## config.mk

```make
export PLATFORM = sky130hd
export DESIGN_NAME = cla4_nibble_seq_adder
export DESIGN_NICKNAME = d
export VERILOG_FILES = /design/src/rtl/cla4_nibble_seq_adder.sv
export SDC_FILE = /design/constraint.sdc
export NUM_CORES = 1
export LEC_CHECK = 0
export BUFFER_PORTS_ARGS = -buffer_cell sky130_fd_sc_hd__buf_2
export CAP_MARGIN = 10
export CORE_UTILIZATION = 46
export CTS_BUF_LIST = sky130_fd_sc_hd__clkbuf_8
export DETAILED_ROUTE_END_ITERATION = 7
export GPL_TIMING_DRIVEN = 0
export PLACE_DENSITY = 0.8
export SETUP_SLACK_MARGIN = 0.4
export SYNTH_ARGS = -nofsm -noshare
export SYNTH_HDL_FRONTEND = slang
export SYNTH_SLANG_ARGS = --single-unit
```

## constraint.sdc

```tcl
create_clock -name clk -period 2.4 [get_ports clk]
set_clock_uncertainty 0.2 [all_clocks]
set_input_delay 0.12 -clock clk [delete_from_list [all_inputs] [get_ports clk]]
set_output_delay 0.12 -clock clk [all_outputs]
set_load 0.005 [all_outputs]
```

## src/rtl/cla4_nibble_seq_adder.sv

```systemverilog
// ============================================================================
// Module   : cla4_nibble_seq_adder
// Purpose  : Multi-cycle adder that drives an external 4-bit CLA slice once
//            per nibble, LSB first, and chains the carry between passes.
// Revision : 1.0  initial release
// ============================================================================
`default_nettype none

module cla4_nibble_seq_adder #(
  parameter int WIDTH = 16
) (
  input  logic             clk,
  input  logic             rst,
  input  logic             in_valid,
  output logic             in_ready,
  input  logic [WIDTH-1:0] in_a,
  input  logic [WIDTH-1:0] in_b,
  input  logic             in_cin,
  input  logic             flush,
  output logic             out_valid,
  input  logic             out_ready,
  output logic [WIDTH-1:0] out_sum,
  output logic             out_cout,
  output logic             out_ovf,
  output logic             busy,
  output logic [3:0]       cla_a,
  output logic [3:0]       cla_b,
  output logic             cla_ci,
  input  logic [3:0]       cla_sum,
  input  logic             cla_co,
  input  logic             cla_cp
);

  localparam int NIBBLES = WIDTH / 4;
  localparam int IDXW    = (NIBBLES > 1) ? $clog2(NIBBLES) : 1;
  localparam logic [IDXW-1:0] LAST_IDX = IDXW'(NIBBLES - 1);

  typedef enum logic [1:0] {
    ST_IDLE = 2'd0,
    ST_RUN  = 2'd1,
    ST_DONE = 2'd2
  } state_t;

  state_t           state_q, state_d;
  logic [IDXW-1:0]  idx_q,   idx_d;
  logic             carry_q, carry_d;
  logic [WIDTH-1:0] a_q,     a_d;
  logic [WIDTH-1:0] b_q,     b_d;
  logic [WIDTH-1:0] sum_q,   sum_d;
  logic             cout_q,  cout_d;
  logic             ovf_q,   ovf_d;

  always_ff @(posedge clk or posedge rst) begin
    if (rst) begin
      state_q <= ST_IDLE;
      idx_q   <= '0;
      carry_q <= 1'b0;
      a_q     <= '0;
      b_q     <= '0;
      sum_q   <= '0;
      cout_q  <= 1'b0;
      ovf_q   <= 1'b0;
    end else begin
      state_q <= state_d;
      idx_q   <= idx_d;
      carry_q <= carry_d;
      a_q     <= a_d;
      b_q     <= b_d;
      sum_q   <= sum_d;
      cout_q  <= cout_d;
      ovf_q   <= ovf_d;
    end
  end

  always_comb begin
    state_d = state_q;
    idx_d   = idx_q;
    carry_d = carry_q;
    a_d     = a_q;
    b_d     = b_q;
    sum_d   = sum_q;
    cout_d  = cout_q;
    ovf_d   = ovf_q;
    cla_a   = 4'd0;
    cla_b   = 4'd0;
    cla_ci  = 1'b0;

    if (state_q == ST_RUN) begin
      cla_a  = a_q[4*idx_q +: 4];
      cla_b  = b_q[4*idx_q +: 4];
      cla_ci = carry_q;
    end

    // Flush only rewinds control; the visible result registers stay untouched.
    if (flush) begin
      state_d = ST_IDLE;
      idx_d   = '0;
    end else begin
      case (state_q)
        ST_IDLE: begin
          if (in_valid) begin
            a_d     = in_a;
            b_d     = in_b;
            carry_d = in_cin;
            idx_d   = '0;
            state_d = ST_RUN;
          end
        end
        ST_RUN: begin
          sum_d[4*idx_q +: 4] = cla_sum;
          carry_d = cla_co;
          idx_d   = idx_q + 1'b1;
          if (idx_q == LAST_IDX) begin
            cout_d  = cla_co;
            ovf_d   = cla_co ^ cla_cp;
            idx_d   = '0;
            state_d = ST_DONE;
          end
        end
        ST_DONE: begin
          if (out_ready) begin
            state_d = ST_IDLE;
          end
        end
        default: begin
          state_d = ST_IDLE;
          idx_d   = '0;
        end
      endcase
    end
  end

  assign in_ready  = (state_q == ST_IDLE);
  assign out_valid = (state_q == ST_DONE);
  assign busy      = (state_q != ST_IDLE);
  assign out_sum   = sum_q;
  assign out_cout  = cout_q;
  assign out_ovf   = ovf_q;

endmodule

`default_nettype wire

```

==> results of run 1 <==
## repair_timing
action	CTS	global route
hold buffers	43	0
setup endpoints to repair	26	19
resized for setup	16	15
setup buffers	6	4
endpoints found under the hold margin	109	0
pin swaps	5	7
## report_power, final
part	total, mW	switching, mW	internal, mW
combinational	0.525	0.190	0.335
clock	0.639	0.301	0.338
sequential	1.12	0.0698	1.05
total	2.29	0.561	1.73
## cells in the mapped netlist
library cell,count,area (sq um)
nor2b_1,1,6.26
a22o_1,12,105
nand4bb_4,2,55.1
o41ai_1,1,8.76
dfrtp_1,55,1380
nor4_1,1,6.26
mux2_2,29,327
nor3_4,1,16.3
clkbuf_2,1,5.00
buf_4,1,7.51
inv_1,6,22.5
and2_1,10,62.6
buf_6,5,56.3
mux4_2,8,180
buf_2,3,15.0
mux2_1,6,67.6
o21ai_0,3,15.0
nor2_1,6,22.5
o31ai_1,4,30.0
nand2_1,7,26.3
ha_1,6,75.1
a32oi_1,2,17.5
clkbuf_1,2,7.51
nand4bb_1,2,22.5
nor4_4,3,63.8
nand2b_1,6,37.5
xnor2_1,1,8.76
## worst register-to-register path: stages (launching register included)
cell,delay (ps)
dfrtp_1,410
buf_6,140
buf_12,130
inv_2,80
ha_1,200
nand4bb_4,170
nor4_4,330
a22o_1,190
## cells by family after synthesis
| kind of cell | share of synthesized area [%] |
|---|---|
| AO/OA/AOI/OAI | 6.67 |
| flip-flops | 52.1 |
| multiplexers | 21.7 |
| buffers and inverters | 4.31 |
| adder cells (fa/ha/maj) | 2.84 |
| XOR/XNOR | 0.331 |
| AND/OR/NAND/NOR | 12.1 |
## per-layer routing
metal  part of all wire, %  vias up
li1                      -      934
met1                    40     1005
met2                    53       67
met3                   5.2       13
met4                   1.8        0
met5                     0        -
## through the flow
stage                     setup WS, ps  instance area, sq um  setup TNS (ps)
after floorplan                    435                  2650               0
after global placement            36.2                  3100               0
after detailed placement         -35.8                  3120           -56.4
after CTS                          361                  3770               0
after global routing               323                  3850               0
final                              368                  3850               0
## sequential cells by signal (all words and copies together), names as in the netlist
signal,cells
out_sum,16
carry_q,1
out_ovf,1
b_q,16
out_cout,1
state_q,2
idx_q,2
a_q,16
## worst paths after layout
check,startpoint,end,cells past startpoint
setup / recovery,idx_q[0],cla_b[1],5
hold / removal,in_valid,idx_q[1],4
setup reg to reg,idx_q[0],out_sum[11],7
hold reg to reg,out_sum[5],out_sum[5],2
max in group asynchronous,rst,a_q[6],4
min in group asynchronous,rst,out_sum[2],3
## layout by cell type, fill, tap and decap left out, types with 2 or more instances in the layout
master	Yosys	routed
mux2_1	6	6
clkbuf_8	0	6
mux4_2	8	8
inv_2	0	3
buf_2	3	67
mux2_2	29	29
nand4bb_4	2	2
a32oi_1	2	2
buf_6	5	14
nor2_1	6	6
nand2_1	7	7
o21ai_0	3	3
ha_1	6	4
nor4_4	3	3
dfrtp_1	55	55
buf_12	0	2
nand4bb_1	2	2
nand2b_1	6	6
a22o_1	12	12
and2_1	10	2
inv_1	6	3
and2_4	0	8
buf_4	1	10
o31ai_1	4	4
dlygate4sd3_1	0	43
## final cells by class
class                           instances  area share [%]
Sequential cell                        55            35.7
Multi-Input combinational cell        111            31.1
Timing Repair Buffer                  126            24.5
Buffer                                 12            2.79
Tap cell                               72            2.34
Clock buffer                            6            2.14
Clock inverter                          2           0.909
Inverter                                6           0.584
==> flow_summary.ini, run 1 <==
[cts]
cts_tree = yes
cts_inserted_buffers = 5
cts-root-buf = clkbuf_8
ctsHtreeMaxLevel = 2
cts.path.max_buffers = 2
cts.sinks = 55
insertion_delay_ps = 310
path_clk_slew_ps = 100

[place]
placed_cells = 329
gp_congestion = 0.756
port_buffers = 72
dp_hpwl_microns = 3930

[logic_synthesis]
yosysWarnings = 0
synth.avg_cell_area_sq_um = 14.4
syn_inst = 184
ys_types = 27
ys_ff_latch = 55
synth_fp_nets = 234
synth_area_sq_mm = 0.00264
ys_seq_area_share_pct = 52.1

[timing]
layout_worst_path_cycle_share_pct = 84.7
slew_headroom_pct = 71.4
grt_setup_unrepaired = yes
whs_ps = 16.7
max_slew.worst_pin.slew_ps = 428
final_max_slew_viol_count = 0
max_freq_ghz = 0.492
setup_violations = 0
post-route-min-period_ps = 2030
hold_violations = 0

[grt]
grt.busiest_layer = met2
use_met2_pct = 43.5
grt_max_degree = 37
grt_pass1_vias = 2260
grt_use_met1_pct = 25.0
grt-ovfl-total = 0
grt_pass1_wl_microns = 10600
grt_antenna_before_repair = 0
track_usage_pct = 22.7
grt_use_met3_pct = 4.71

[job]
maxCapViolCount = 0

[worst_setup_path]
crit_chain = buf_6 -> buf_12 -> mux4_2 -> and2_4 -> buf_6
cp_slowest_cell = mux4_2
cp-end-kind = primary output
worst_path_most_repeated_cell = buf_6
reg2reg_setup_slack_ps = 480
critical_path_arrival_ps = 1710
cp-start-kind = flip-flop
cp_slowest_stage_delay_ps = 500
critPathKind = flip-flop to primary output
crit_family = multiplexers
critPathBufInv = 3
crit_required_ps = 2080
cp_max_fo = 5

[route]
firstDrtPassIters = 4
drc = 0
post_drt_wl_per_cell_microns = 15.9
ant_nets = 0
vias_per_cell = 5.18
drtIter0Drc = 73
dr_total_vias = 2019
routed_wl_microns = 6190

[floorplan]
die_y_microns = 77.8
dieArea_sq_mm = 0.00605
num_rows = 27
pin_count = 74
die_w_microns = 77.8
start_util_pct = 48.0
design.core.area_sq_mm = 0.00551

[hold_path]
hp-class = input pin to flip-flop

[outcome]
status = finished clean

[pwr]
vdd_ir_drop_max_mv = 0.370
p_leak_nw = 1.80
power_density_mw_per_mm2 = 594
design_power_total_mw = 2.29

[final_layout]
nNetsFinal = 367
final_core_util_pct = 70.0
drive_gt1_share_pct = 50.6
n_antenna_cell = 0
fillCellCount = 424
multi_input_area_sq_mm = 0.00120
seqCellArea_sq_mm = 0.00138
finalNonFillerCells = 390
syn2layout_area_growth_pct = 45.8
Note: power is estimated with default switching activity, not from simulation.
==> inputs of run 2 (changes only) <==
--- a/config.mk
+++ b/config.mk
@@ -11,7 +11,7 @@
 export CTS_BUF_LIST = sky130_fd_sc_hd__clkbuf_8
 export DETAILED_ROUTE_END_ITERATION = 7
 export GPL_TIMING_DRIVEN = 0
-export PLACE_DENSITY = 0.8
+export PLACE_DENSITY = 0.83
 export SETUP_SLACK_MARGIN = 0.4
 export SYNTH_ARGS = -nofsm -noshare
 export SYNTH_HDL_FRONTEND = slang
==> constraint.sdc (replaced) <==
create_clock -name clk -period 1.75 [get_ports clk]
set_clock_uncertainty 0.2 [all_clocks]
set_input_delay 0.0875 -clock clk [delete_from_list [all_inputs] [get_ports clk]]
set_output_delay 0.0875 -clock clk [all_outputs]
set_load 0.005 [all_outputs]
==> run 2 against run 1 <==
The run now ends with setup timing left. Wire length up 54%. Clock-buffer cell count decreased by 1. Worst hold slack improved by 180 ps. Non-clock buffer count rose by 36. Clock power up 17%. Power grew 47%. Die area did not move. Core utilization is 16 points higher. Register-to-register slack worse by 750 ps. Cell area grew 23%. First-iteration DRC count rose by 79%. Global-route usage rose by 2.8 points. Largest cell class is now multi-input gates. Highest routed layer unchanged.
==> flow_summary.ini, run 2 (synthesized netlist as in run 1, its figures left out) <==
[route]
drtIter0Drc = 131
firstDrtPassIters = 4
vias_per_cell = 5.51
post_drt_wl_per_cell_microns = 22.4
routed_wl_microns = 9540
dr_total_vias = 2347
ant_nets = 0
drc = 0

[worst_setup_path]
crit_chain = buf_6 -> buf_12 -> mux4_2 -> and2_1 -> buf_2
crit_required_ps = 1460
cp_slowest_stage_delay_ps = 510
critPathKind = flip-flop to primary output
rr_endpoint = out_sum[2]
reg2reg_depth = 9
critical_path_arrival_ps = 1740
cp-start-kind = flip-flop
cp_max_fo = 4
critPathLaunch = idx_q[0]
reg2reg_setup_slack_ps = -270
cp_slowest_cell = mux4_2
r2r_start = idx_q[0]
cp-end-kind = primary output
crit_path_end = cla_b[2]

[cts]
path_clk_slew_ps = 110
ctsHtreeMaxLevel = 2
cts-root-buf = clkbuf_8
cts_inserted_buffers = 5
cts.sinks = 55
cts_tree = yes
insertion_delay_ps = 320
cts.path.max_buffers = 2

[final_layout]
syn2layout_area_growth_pct = 78.8
final_cell_mix = 63 x buf_2, 55 x dfrtp_1, 45 x dlygate4sd3_1
final_common_cell = buf_2
drive_gt1_share_pct = 63.8
nNetsFinal = 403
n_antenna_cell = 0
finalNonFillerCells = 426

[timing]
final_max_slew_viol_count = 0
fin_ws_ps = -282
fin_tns_setup_ps = -4800
grt_setup_unrepaired = yes
max_freq_ghz = 0.492
max_slew.worst_pin.slew_ps = 644
hold_violations = 0
setup_violations = 36
post-route-min-period_ps = 2030
slew_headroom_pct = 56.9
layout_worst_path_cycle_share_pct = 116

[pwr]
power_density_mw_per_mm2 = 711
combPwrFrac_pct = 31.1
p_leak_nw = 2.24
clkPwrFrac_pct = 22.2
swShare_pct = 28.6
vdd_ir_drop_max_mv = 0.833
power.switching_mw = 0.963
design_power_total_mw = 3.36
intPower_mw = 2.40
pwr-share-seq_pct = 46.7

[job]
maxCapViolCount = 0

[floorplan]
design.core.area_sq_mm = 0.00551
die_y_microns = 77.8
die_w_microns = 77.8
start_util_pct = 48.0
dieArea_sq_mm = 0.00605
num_rows = 27
pin_count = 74

[grt]
grt-ovfl-total = 0
grt_antenna_before_repair = 0
track_usage_pct = 25.6
grt_pass1_wl_microns = 11600
grt_pass1_vias = 2370
grt_max_degree = 56

[place]
placed_cells = 328
gp_congestion = 0.731
dp_hpwl_microns = 3980
port_buffers = 72

[hold_path]
hp-class = input pin to asynchronous set/reset pin

[outcome]
status = finished with violations
violations = setup timing
run 2: area by class of cell:
cell class / count / area (sq um)
Buffer: 12 / 153
Clock buffer: 5 / 68.8
Clock inverter: 3 / 18.8
Fill cell: 213 / 778
Inverter: 6 / 51.3
Multi-Input combinational cell: 111 / 1570
Sequential cell: 55 / 1380
Tap cell: 72 / 90.1
Timing Repair Buffer: 162 / 1400
run 2: per-stage QoR:
step	area [sq um]	hold WS, ps	setup WS, ps	utilization, %
after floorplan	2870	-38.4	-5.82	-
after global placement	3320	60.2	-118	60.3
after detailed placement	3320	67.9	-154	60.3
after CTS	4300	-131	-230	78.1
after global routing	4730	204	-319	85.9
final	4730	192	-282	85.9
run 2: worst max-delay path: cells and delay by family (launching register included):
kind	cells	cell delay [ps]
buffers and inverters	3	370
muxes	1	510
DFF	1	390
and+or+nand+nor	1	160
run 2: routing by layer:
metal,track usage (%),wire length [microns],up-vias
met5,0,0,-
met4,11.9,289,0
met3,3.41,314,23
met2,45.1,5190,110
met1,30.8,3750,1207
li1,-,-,1007
run 2: power by group through the flow:
stage                     clock network, mW  registers (mW)  logic (mW)
after floorplan                           0            1.54       0.513
after global placement                    0            1.56       0.657
after detailed placement                  0            1.58       0.680
after CTS                             0.736            1.55       0.891
after global routing                  0.808            1.58        1.10
final                                 0.746            1.57        1.04
run 2: repair_timing:
action | CTS | global route
resized for setup | 53 | 49
cloned | 5 | 0
buffers inserted | 22 | 17
hold endpoints to repair | 110 | 28
hold buffers | 44 | 1
setup endpoints to repair | 66 | 67
pin swaps | 22 | 17
run 2: worst min-delay path by stage:
stage	end	cells past startpoint	start
finish	b_q[2]	3	rst
global route	out_sum[7]	4	flush
CTS	b_q[0]	2	rst
detailed placement	state_q[1]	2	out_ready
global placement	state_q[1]	2	out_ready
floorplan	a_q[0]	1	rst
